## config.mk

```make
export PLATFORM = sky130hd
export DESIGN_NAME = led_scan_ctrl
export DESIGN_NICKNAME = d
export VERILOG_FILES = /design/src/rtl/led_scan_ctrl.sv
export SDC_FILE = /design/constraint.sdc
export NUM_CORES = 1
export LEC_CHECK = 0
export CAP_MARGIN = 20
export CORE_UTILIZATION = 35
export CTS_CLUSTER_SIZE = 24
export DETAILED_ROUTE_END_ITERATION = 10
export SETUP_SLACK_MARGIN = 0.4
export SLEW_MARGIN = 10
export SYNTH_ARGS = -nofsm -noshare
export SYNTH_HDL_FRONTEND = slang
export SYNTH_SLANG_ARGS = --single-unit
```

## constraint.sdc

```tcl
create_clock -name i_sys_clk -period 3.6 [get_ports i_sys_clk]
set_input_delay 1.08 -clock i_sys_clk [delete_from_list [all_inputs] [get_ports i_sys_clk]]
set_output_delay 1.08 -clock i_sys_clk [all_outputs]
set_load 0.01 [all_outputs]
```

## src/rtl/led_scan_ctrl.sv

```systemverilog
// Row-scan controller for the LED matrix with a double-buffered frame store.
// Writers fill the back bank; the front bank is scanned with blanking at both ends of every row slot.
module led_scan_ctrl #(
   parameter logic [15:0] PERIOD = 16'd27000,
   parameter logic [15:0] GAP    = 16'd500,
   parameter int          ROWS   = 9
) (
   input  logic       i_sys_clk,
   input  logic       i_rst_n,
   input  logic       i_wr_en,
   input  logic [3:0] i_wr_row,
   input  logic [7:0] i_wr_data,
   input  logic       i_swap_req,
   output logic       o_swap_pending,
   output logic       o_swap_ack,
   output logic       o_frame_start,
   output logic [8:0] o_led_row,
   output logic [7:0] o_led_col
);

   // state  | meaning
   // S_IDLE | no swap requested
   // S_PEND | swap requested, waiting for the frame boundary
   // S_DONE | banks swapped at the last boundary; ack goes out next cycle
   typedef enum logic [1:0] {
      S_IDLE = 2'd0,
      S_PEND = 2'd1,
      S_DONE = 2'd2
   } state_t;

   localparam logic [15:0] CNT_LAST = PERIOD - 16'd1;
   localparam logic [15:0] ON_END   = PERIOD - GAP;
   localparam logic [3:0]  ROW_LAST = 4'(ROWS - 1);

   logic [15:0] r_cnt;
   logic [3:0]  r_row;
   logic        r_front_sel;
   state_t      r_state;
   state_t      w_state_nxt;
   logic [7:0]  r_bank [2][ROWS];

   logic w_slot_end;
   logic w_boundary;
   logic w_swap;
   logic w_wr_ok;
   logic w_lit;

   assign w_slot_end = (r_cnt == CNT_LAST);
   assign w_boundary = w_slot_end && (r_row == ROW_LAST);
   assign w_wr_ok    = i_wr_en && (i_wr_row <= ROW_LAST);
   assign w_lit      = (r_cnt >= GAP) && (r_cnt < ON_END);

   always_ff @(posedge i_sys_clk or negedge i_rst_n) begin
      if (!i_rst_n) begin
         r_cnt <= '0;
         r_row <= '0;
      end else if (w_slot_end) begin
         r_cnt <= '0;
         r_row <= (r_row == ROW_LAST) ? 4'd0 : r_row + 4'd1;
      end else begin
         r_cnt <= r_cnt + 16'd1;
      end
   end

   always_ff @(posedge i_sys_clk or negedge i_rst_n) begin
      if (!i_rst_n) begin
         r_state     <= S_IDLE;
         r_front_sel <= 1'b0;
      end else begin
         r_state <= w_state_nxt;
         if (w_swap) begin
            r_front_sel <= ~r_front_sel;
         end
      end
   end

   // A request landing on the boundary cycle is served at that same boundary.
   always_comb begin
      w_state_nxt = r_state;
      w_swap      = 1'b0;
      case (r_state)
         S_IDLE: begin
            if (i_swap_req) begin
               w_state_nxt = w_boundary ? S_DONE : S_PEND;
            end
         end
         S_PEND: begin
            if (w_boundary) begin
               w_state_nxt = S_DONE;
            end
         end
         S_DONE: begin
            w_state_nxt = i_swap_req ? S_PEND : S_IDLE;
         end
         default: begin
            w_state_nxt = S_IDLE;
         end
      endcase
      w_swap = w_boundary && ((r_state == S_PEND) || i_swap_req);
   end

   // Writes in the boundary cycle still target the pre-swap back bank.
   always_ff @(posedge i_sys_clk or negedge i_rst_n) begin
      if (!i_rst_n) begin
         for (int b = 0; b < 2; b++) begin
            for (int r = 0; r < ROWS; r++) begin
               r_bank[b][r] <= '0;
            end
         end
      end else if (w_wr_ok) begin
         r_bank[~r_front_sel][i_wr_row] <= i_wr_data;
      end
   end

   always_ff @(posedge i_sys_clk or negedge i_rst_n) begin
      if (!i_rst_n) begin
         o_led_row     <= '0;
         o_led_col     <= '0;
         o_frame_start <= 1'b0;
         o_swap_ack    <= 1'b0;
      end else begin
         o_led_row     <= w_lit ? (9'd1 << r_row) : 9'd0;
         o_led_col     <= r_bank[r_front_sel][r_row];
         o_frame_start <= (r_cnt == 16'd0) && (r_row == 4'd0);
         o_swap_ack    <= (r_state == S_DONE);
      end
   end

   // Held through the swap cycle so it drops exactly when the ack appears.
   assign o_swap_pending = (r_state != S_IDLE);

endmodule

```

==> results by group <==
Critical path
  – Crit path buffers/inverters: 1
  – Setup CP Type: reg2out
  – Reg2reg start: r_front_sel$_DFFE_PN0P_
  – CP Max Fanout: 6
  – FF-to-FF setup slack: around 1.2 ns
  – Critical path required time: 2.52 ns
  – Startpoint class of the critical path: flip-flop
  – Reg-to-Reg End: o_led_col[0]$_DFF_PN0_
  – Crit-path max cell delay: about 0.48 ns
  – Cell Chain, Critical Path: or2_2 > clkdlybuf4s50_1
  – Arr. time, crit path: ~1.6 ns
  – Critical path endpoint category: output pin
  – Crit path depth: 2
  – Slowest-stage cell, CP: clkdlybuf4s50_1
  – Top delay family on crit path: buffers and inverters
  – CP Launch Point: r_state[1]$_DFFE_PN0P_
  – R2R depth: 4

STA
  – Final period util: between 70% and 80%
  – Max Freq: ~0.37 GHz
  – Final Max Tran Viols: 0
  – Final setup vio count: 0
  – Post-layout minimum cycle time: around 2.7 ns
  – RSZ-0062 raised after global routing: false
  – Slew @ Worst Pin: 0.880 ns
  – Setup TNS: 0 ns
  – Slew HR: between 40% and 50%
  – Clk_skew: about 0.013 ns
  – Final hold violation count: 0

Power
  – Net Sw Power: ~0.0012 W
  – Switch share: 24.9%
  – Clock share of power: a little over two fifths
  – Part of the power in registers: 51.4%
  – VDD IR max: approximately 320 µV
  – Int Power: ~0.0035 W
  – Power Total: approximately 0.0046 W
  – Comb pwr share: 6.8%
  – Leak Pwr: around 4.4 nW
  – PwrDens: between 400 and 500 mW/mm²

Finish
  – Final core utilization: around two fifths
  – Fillers: 2092
  – # diodes: 0
  – Layout cells sized above 1: 38.0%
  – Area delta synth->final: 15.3%
  – FF/Latch Area: around 0.0047 mm²
  – Commonest non-fill, non-tap cell in the layout: dfrtp_1
  – Most frequent cells in the layout: dfrtp_1 (184), mux2_2 (156), clkdlybuf4s50_1 (34)
  – Nets: 651
  – Area of the multi-input gates: around 0.0038 mm²

Logic synthesis
  – Ys async rst share: 100%
  – Proportion of synthesized chip area in sequential cells: between 50 and 60%
  – Post-synth cell types: 50
  – Synthesized instance count: approximately 600
  – Mean Syn Cell Area: 14.5 µm²
  – Most used DFF post-synth: dfrtp_1
  – Synth warn: 0
  – Mapped Area: approximately 0.0086 mm²
  – Net count after synthesis: approximately 620
  – Number of synthesized flops with an enable pin: 0
  – #FFs+latches synth: 186

Global route
  – Number of global-route vias before repair: around 5.3k
  – First-pass GRT wire length: 30500 µm
  – Pin count of the biggest net entering global routing: between 80 and 90
  – Grt total ovfl: 0
  – Total GRT Usage: roughly 16%
  – Antenna violations before repair: 0

Routing
  – Vias: 4981
  – DR iter-0 viols: approximately 310
  – First-pass DRT Iterations: 4
  – WL per Instance: ~19 µm
  – Vias per cell: between 5 and 6
  – Post-DRT Antenna Nets: 0
  – Remaining DRCs: 0
  – Final WL: 18600 µm

Clocking
  – H-tree depth: 4
  – CTS buffer count: 17
  – Worst-Skew Late Latency: approximately 0.43 ns
  – CTS Root Buffer Type: clkbuf_16
  – Clock Pin Slew Worst Setup and Hold Paths: around 0.070 ns
  – Clk buf depth: 2
  – Post-CTS sizing: 0
  – CTS hold repair buffers: 0
  – Clk sinks: 186
  – Post-CTS Setup Bufs: 0
  – TritonCTS clock tree: built

Run
  – Max-cap viol count: 0

Floorplanning
  – IO Count: 36
  – Row count: 56
  – Initial core utilization: 36.2%
  – Die X: about 160 µm
  – Die Height: ~160 µm
  – Core box area: 0.0238 mm²
  – Die area: 0.0252 mm²

Placed design
  – PortBufs: 35
  – DP Wirelength: roughly 12000 µm
  – RD Place Congestion: between 0.8 and 0.9

Hold path
  – Hold Crit Class: reg2reg
  – Hold endpoint: o_swap_ack$_DFF_PN0_
  – Worst Hold Depth: 1
  – Hold_sp: r_state[0]$_DFFE_PN0P_

Outcome
  – Outcome: finished clean
state kept, by name, indices dropped and copies added (netlist names):
| name | cells |
|---|---|
| r_state | 2 |
| r_row | 4 |
| r_bank | 144 |
| r_cnt | 16 |
| o_frame_start | 1 |
| o_led_row | 9 |
| o_swap_ack | 1 |
| o_led_col | 8 |
| r_front_sel | 1 |
metrics by stage:
step	cells	setup WS (ns)	hold WS, ns	area (µm²)
final	959	0.889	0.489	9910
after global routing	959	0.810	0.510	9910
after CTS	959	0.868	0.487	9910
after detailed placement	927	0.481	0.477	9290
after global placement	927	0.435	0.467	9290
after floorplan	593	1.19	0.451	8600
worst max path at each step:
stage / endpoint / slack [ns]
3_5_place_dp: r_bank[77]$_DFFE_PN0P_ / 0.48
5_1_grt: r_bank[12]$_DFFE_PN0P_ / 0.81
4_1_cts: o_swap_pending / 0.87
3_3_place_gp: r_bank[73]$_DFFE_PN0P_ / 0.43
2_1_floorplan: r_bank[88]$_DFFE_PN0P_ / 1.19
6_report: o_swap_pending / 0.89
cell families (layout without fill, tap and decap cells):
kind of cell,Yosys count,in the layout,synth area share [%]
simple gates,114,114,8.25
compound gates,31,31,2.37
xor+xnor,14,14,1.43
buf+inv,37,84,2.15
flops,186,186,54.1
mux,203,203,30.5
fa+ha+maj,8,8,1.16
Yosys cell counts (5+ instances only):
library cell | n | area, µm²
nand2_1 | 22 | 82.6
nand4_1 | 7 | 43.8
xor2_1 | 5 | 43.8
dfrtp_1 | 186 | 4650
nor4_1 | 5 | 31.3
nor2b_1 | 7 | 43.8
clkbuf_1 | 15 | 56.3
mux2_2 | 156 | 1760
o21ai_0 | 5 | 25.0
xnor2_1 | 9 | 78.8
o211ai_1 | 5 | 37.5
mux4_2 | 22 | 495
nand3_1 | 7 | 35.0
mux4_1 | 7 | 184
buf_2 | 7 | 35.0
nor2_1 | 21 | 78.8
mux2i_1 | 15 | 150
inv_1 | 8 | 30.0
o21ai_1 | 5 | 25.0
nor3_1 | 11 | 55.1
a22oi_1 | 5 | 37.5
ha_1 | 8 | 100
metal layers:
layer	vias to the layer above	GRT usage, %	wire length [µm]	share of wire, %
li1	2267	-	-	-
met1	2638	21.1	8820	47
met2	64	25.9	9160	49
met3	12	3.03	460	2.5
met4	0	3.75	184	0.99
met5	-	0	0	0
area by class of cell:
class                   instances  share of cell area, %
flip-flops and latches        186                   47.0
multi-input cells             370                   37.9
repair buffers                 44                   4.48
clock buffers                  17                   4.29
well taps                     319                   4.03
clock inverters                15                   1.99
inverters                       8                  0.303
power by group through the flow:
| stage | Sequential, W | Combinational [W] | Clock, W |
|---|---|---|---|
| finish | 0.00237 | 0.000315 | 0.00193 |
| CTS | 0.00237 | 0.000323 | 0.00198 |
| detailed placement | 0.00241 | 0.000322 | 0 |
| floorplan | 0.00237 | 0.000211 | 0 |
| global placement | 0.00240 | 0.000305 | 0 |
| global route | 0.00239 | 0.000350 | 0.00207 |
Note: power is estimated with default switching activity, not from simulation.
==> edit 1: new RTL, same settings <==
The output `o_led_row` loses its register stage (`o_led_row` becomes a continuous assignment).
--- a/src/rtl/led_scan_ctrl.sv
+++ b/src/rtl/led_scan_ctrl.sv
@@ -115,10 +115,8 @@
    always_ff @(posedge i_sys_clk or negedge i_rst_n) begin
       if (!i_rst_n) begin
-         o_led_row     <= '0;
          o_led_col     <= '0;
          o_frame_start <= 1'b0;
          o_swap_ack    <= 1'b0;
       end else begin
-         o_led_row     <= w_lit ? (9'd1 << r_row) : 9'd0;
          o_led_col     <= r_bank[r_front_sel][r_row];
          o_frame_start <= (r_cnt == 16'd0) && (r_row == 4'd0);
@@ -127,4 +125,6 @@
    end
 
+   assign o_led_row = w_lit ? (9'd1 << r_row) : 9'd0;
+
    // Held through the swap cycle so it drops exactly when the ack appears.
    assign o_swap_pending = (r_state != S_IDLE);
Formal check against the unedited RTL: same outputs for any inputs over 10 cycles, from zero or initial values and one cycle with i_rst_n low; that may be too few to reach the edited logic, so the function may still have changed.
==> edit 1 against the unedited design <==
Synthesized area decreased by 2.4%; hold slack improved by 5.3 ps; sequential cell count decreased by 9; cell area decreased by 1.4%; worst setup slack got worse by 410 ps; power decreased by 5.4%; combinational power about the same; via count increased by 0.66%; routed wire length increased by 1.1%; die area decreased by 2.4%.
==> edit 1: results (changes against the unedited design) <==
Placer Congestion=0.8269 (+0.41%); Worst VDD drop=0.0002412 V (-25%); H-tree Lvls=4 (unchanged); Netlist cell types=56 (+12%); met3 WL=499 um (+8.5%); Layout Skew=9.462 ps (-3.885 ps); main flop type after synthesis=dfrtp_1; Inserted Diodes=0 (unchanged); DR top layer=met4; commonest cells in the netlist=dfrtp_1, mux2_2, mux2i_1; WL met2=9765 um (+6.6%); Synth area leaders=dfrtp_1, mux2_2, mux4_2, mux2i_1, ha_1; Mapped Nets=617 (unchanged); Synth warnings=0 (unchanged); GRT Util Overall=0.1685 (+0.01197); Initial DRT Pass Iterations=4 (unchanged); layout cells sized above 1=0.4176 (+0.03788); Critical Path AT=2040 ps (+410 ps); Max-slew headroom=0.5238 (+0.1107); total CTS buffers=17 (unchanged); slowest stage delay, CP=560 ps (+80 ps); critical path's slowest cell=or4_4; post-detail-place hpwl=12360 um (-0.92%); Port Buffers=35 (unchanged); biggest regs=r_bank (144), r_cnt (16), o_led_col (8); HP Class=register to register; vias in the first global route=5568 (+4.6%); status=finished, final reports clean; Crit Path Max Fanout=5 (-1); post-place instance area=0.009095 mm2 (-2.1%); Clock Latency Late Sink=430 ps (about the same); Detailed Route WL=18820 um (+1.1%); post-synthesis sequential area ratio=0.5281 (-0.01336); first-pass GRT wire length=30840 um (+1.2%); initial antenna violation count=0 (unchanged); Static Leak=4.305 nW (-2.5%); Nets=660 (+1.4%); vias per std cell=5.180 (-0.27%); FFs w/ async S/R, synth=1.000 (unchanged); clock slew at reported path FFs=70 ps (about the same); largest net degree at the start of global routing=67 (-20%); DR iter-0 viols=260 (-16%); max reg flops=144 (unchanged); clk buf depth=2 (unchanged); M1 WL=8288 um (-6.1%); root buf cell=clkbuf_16
edit 1: final cells by class:
class	instances	area [um2]
clock buffer	19	452.9
sequential	177	4434
tap	319	399.1
fill	2176	13700
timing repair buffer	52	471.7
multi-input combinational	379	3852
clock inverter	13	123.9
inverter	9	33.78
edit 1: per-layer routing:
layer  vias to the layer above  GRT usage
met2                        83     0.2910
met5                         -          0
li1                       2276          -
met4                         0    0.05369
met3                        25    0.03185
met1                      2630     0.2119
edit 1: repair_timing:
item / CTS / global route
setup endpoints to repair: 9 / 5
pin swaps: 8 / 3
setup buffers: 6 / 0
resized for setup: 50 / 5
cloned: 0 / 2
edit 1: worst paths after layout:
check                                 start      endpoint  slack [ps]  cells past startpoint
worst max-delay path               r_cnt[6]  o_led_row[0]         480                      5
worst min-delay path             r_state[0]    o_swap_ack         490                      1
worst max register to register  r_front_sel    r_bank[12]        1350                      5
worst min register to register   r_state[0]    o_swap_ack         490                      1
max in group asynchronous           i_rst_n    r_bank[22]        2200                      2
min in group asynchronous           i_rst_n    o_swap_ack         660                      1
edit 1: cell families (layout without fill, tap and decap cells):
group	count (synthesis)	in the layout	share of synthesized area
multiplexers	203	203	0.3034
flip-flops	177	177	0.5281
adder cells (fa/ha/maj)	8	8	0.01194
XOR/XNOR	14	14	0.01462
AO/OA/AOI/OAI	34	36	0.02894
AND/OR/NAND/NOR	118	118	0.08921
buffers and inverters	39	93	0.02372
edit 1: through the flow:
step	power (W)	hold slack (ps)	instances	worst slack, ps	util
4_1_cts	0.004416	495.2	966	391.0	0.4161
3_3_place_gp	0.002587	469.0	928	379.8	0.3875
5_1_grt	0.004552	515.8	968	363.6	0.4162
2_1_floorplan	0.002483	451.2	593	621.8	-
6_report	0.004364	494.1	968	484.4	0.4162
3_5_place_dp	0.002628	482.9	928	295.4	0.3875
edit 1: power breakdown:
| part | switching (W) | internal [W] |
|---|---|---|
| combinational | 0.000138 | 0.000177 |
| clock | 0.000834 | 0.000947 |
| sequential | 0.0000928 | 0.00218 |
| total | 0.00106 | 0.00330 |
edit 1: worst max-delay path: cells and delay by family, from the launching register on:
family / cells / cell delay (ps)
buffers and inverters: 1 / 180
AOI/OAI and AO/OA: 2 / 300
DFF: 1 / 390
and+or+nand+nor: 2 / 740
==> edit 2: new RTL, config.mk and constraints unchanged <==
Without the edit above. `ROWS`: 9 -> 11.
--- a/src/rtl/led_scan_ctrl.sv
+++ b/src/rtl/led_scan_ctrl.sv
@@ -4,5 +4,5 @@
    parameter logic [15:0] PERIOD = 16'd27000,
    parameter logic [15:0] GAP    = 16'd500,
-   parameter int          ROWS   = 9
+   parameter int          ROWS   = 11
 ) (
    input  logic       i_sys_clk,
Function: same outputs for any inputs over 10 cycles, from zero or initial values and one cycle with i_rst_n low; that may be too few to reach the edited logic, so the function may still have changed.
==> edit 2 against the unedited design <==
Routed wire length rose by 27%; count of clock-buffer cells in the layout increased by 19; die area rose by 19%; cell area grew 19%; clock skew shrank 4.8 ps; utilization shrank 0.69 points; worst setup slack got worse by 53 ps; hold slack lost 2.7 ps; synthesized area grew 19%; sequential cell count grew 32.
Power is not compared: it rests on default switching activity, and its combinational part moved more than twofold at a synthesized area within 25%.
==> edit 2: results (changes against the unedited design) <==
status=finished, final reports clean; vias in the first global route=6459 (+21%); biggest regs=r_bank (176), r_cnt (16), o_led_row (9); Synth Area in XOR/XNOR=0.01198 (-0.002283); pre-CTS setup slack=443.8 ps (-37.57 ps); Placer Congestion=0.7493 (-9.0%); multi-input combinational area share=0.3799 (+0.0008612); Synth area leaders=dfrtp_1, mux2_2, mux2i_1, mux4_2, o211ai_1; Detailed Route WL=23620 um (+27%); Non-clk bufs=52 (+18%); Max-slew headroom=0.3282 (-0.08490); comb_multi_in=476 (+29%); H-tree Lvls=1 (-3); post-synthesis sequential area ratio=0.5331 (-0.008412); post-synthesis adder-cell area fraction=0.004891 (-0.006754); NonClk Buf Share=0.04313 (-0.001691); Netlist cell types=58 (+16%); DR iter-0 viols=386 (+24%); Hold Slack=486.1 ps (-2.714 ps); first-pass GRT wire length=37900 um (+24%); Syn Area/Cell=13.43 um2 (-7.4%); post-detail-place hpwl=15050 um (+21%); met1 Use GR=0.2312 (+0.02062); commonest cells in the netlist=dfrtp_1, mux2_2, mux2i_1; clk cell area share=0.06746 (+0.004581); Initial DRT Pass Iterations=5 (+1); Mapped Nets=782 (+27%); Tmin final=2763 ps (+52.53 ps); GRT Util Overall=0.1617 (+0.005165); mux cell area share after synthesis=0.2870 (-0.01785); Compound-Gate Fraction of Synth Area=0.04548 (+0.02176); r2r endpoint=o_led_col[4]; Inverters=16 (+8); min-delay src=r_bank[31]; num sequential=218 (+17%); hold path endpoint=r_bank[31]; Clock Latency Late Sink=510 ps (+80 ps); fraction of area in registers=0.4636 (-0.006334); total CTS buffers=24 (+7); clk buf depth=3 (+1); depth of the worst register-to-register path=5 (+1); vias=6069 (+22%); Fill cells=2710 (+30%); Nets=808 (+24%)
-- edit 2: cell types whose count changed after synthesis, sizes merged, moves of 12 or more --
cell / change
mux2i: +41
dfrtp: +32
mux2: +17
buf: +13
mux4: -13
o211ai: +13
nor2: +12
-- edit 2: routing by layer --
metal,share of wire,vias to the layer above
met5,0,-
met2,0.46,95
met4,0.014,0
met3,0.040,30
li1,-,2811
met1,0.49,3133
-- edit 2: power breakdown --
group | leakage (nW) | switching, W | total, W | internal, W
clock | 0.395 | 0.000974 | 0.00244 | 0.00146
sequential | 2.80 | 0.000199 | 0.00305 | 0.00285
combinational | 1.84 | 0.000337 | 0.000814 | 0.000478
total | 5.04 | 0.00151 | 0.00631 | 0.00480
-- edit 2: worst register-to-register path: cells and delay by family, from the launching register on --
family | cells | cell delay (ps)
flip-flops | 1 | 920
multiplexers | 1 | 300
AND/OR/NAND/NOR | 1 | 200
AO/OA/AOI/OAI | 2 | 320
buffers and inverters | 1 | 490
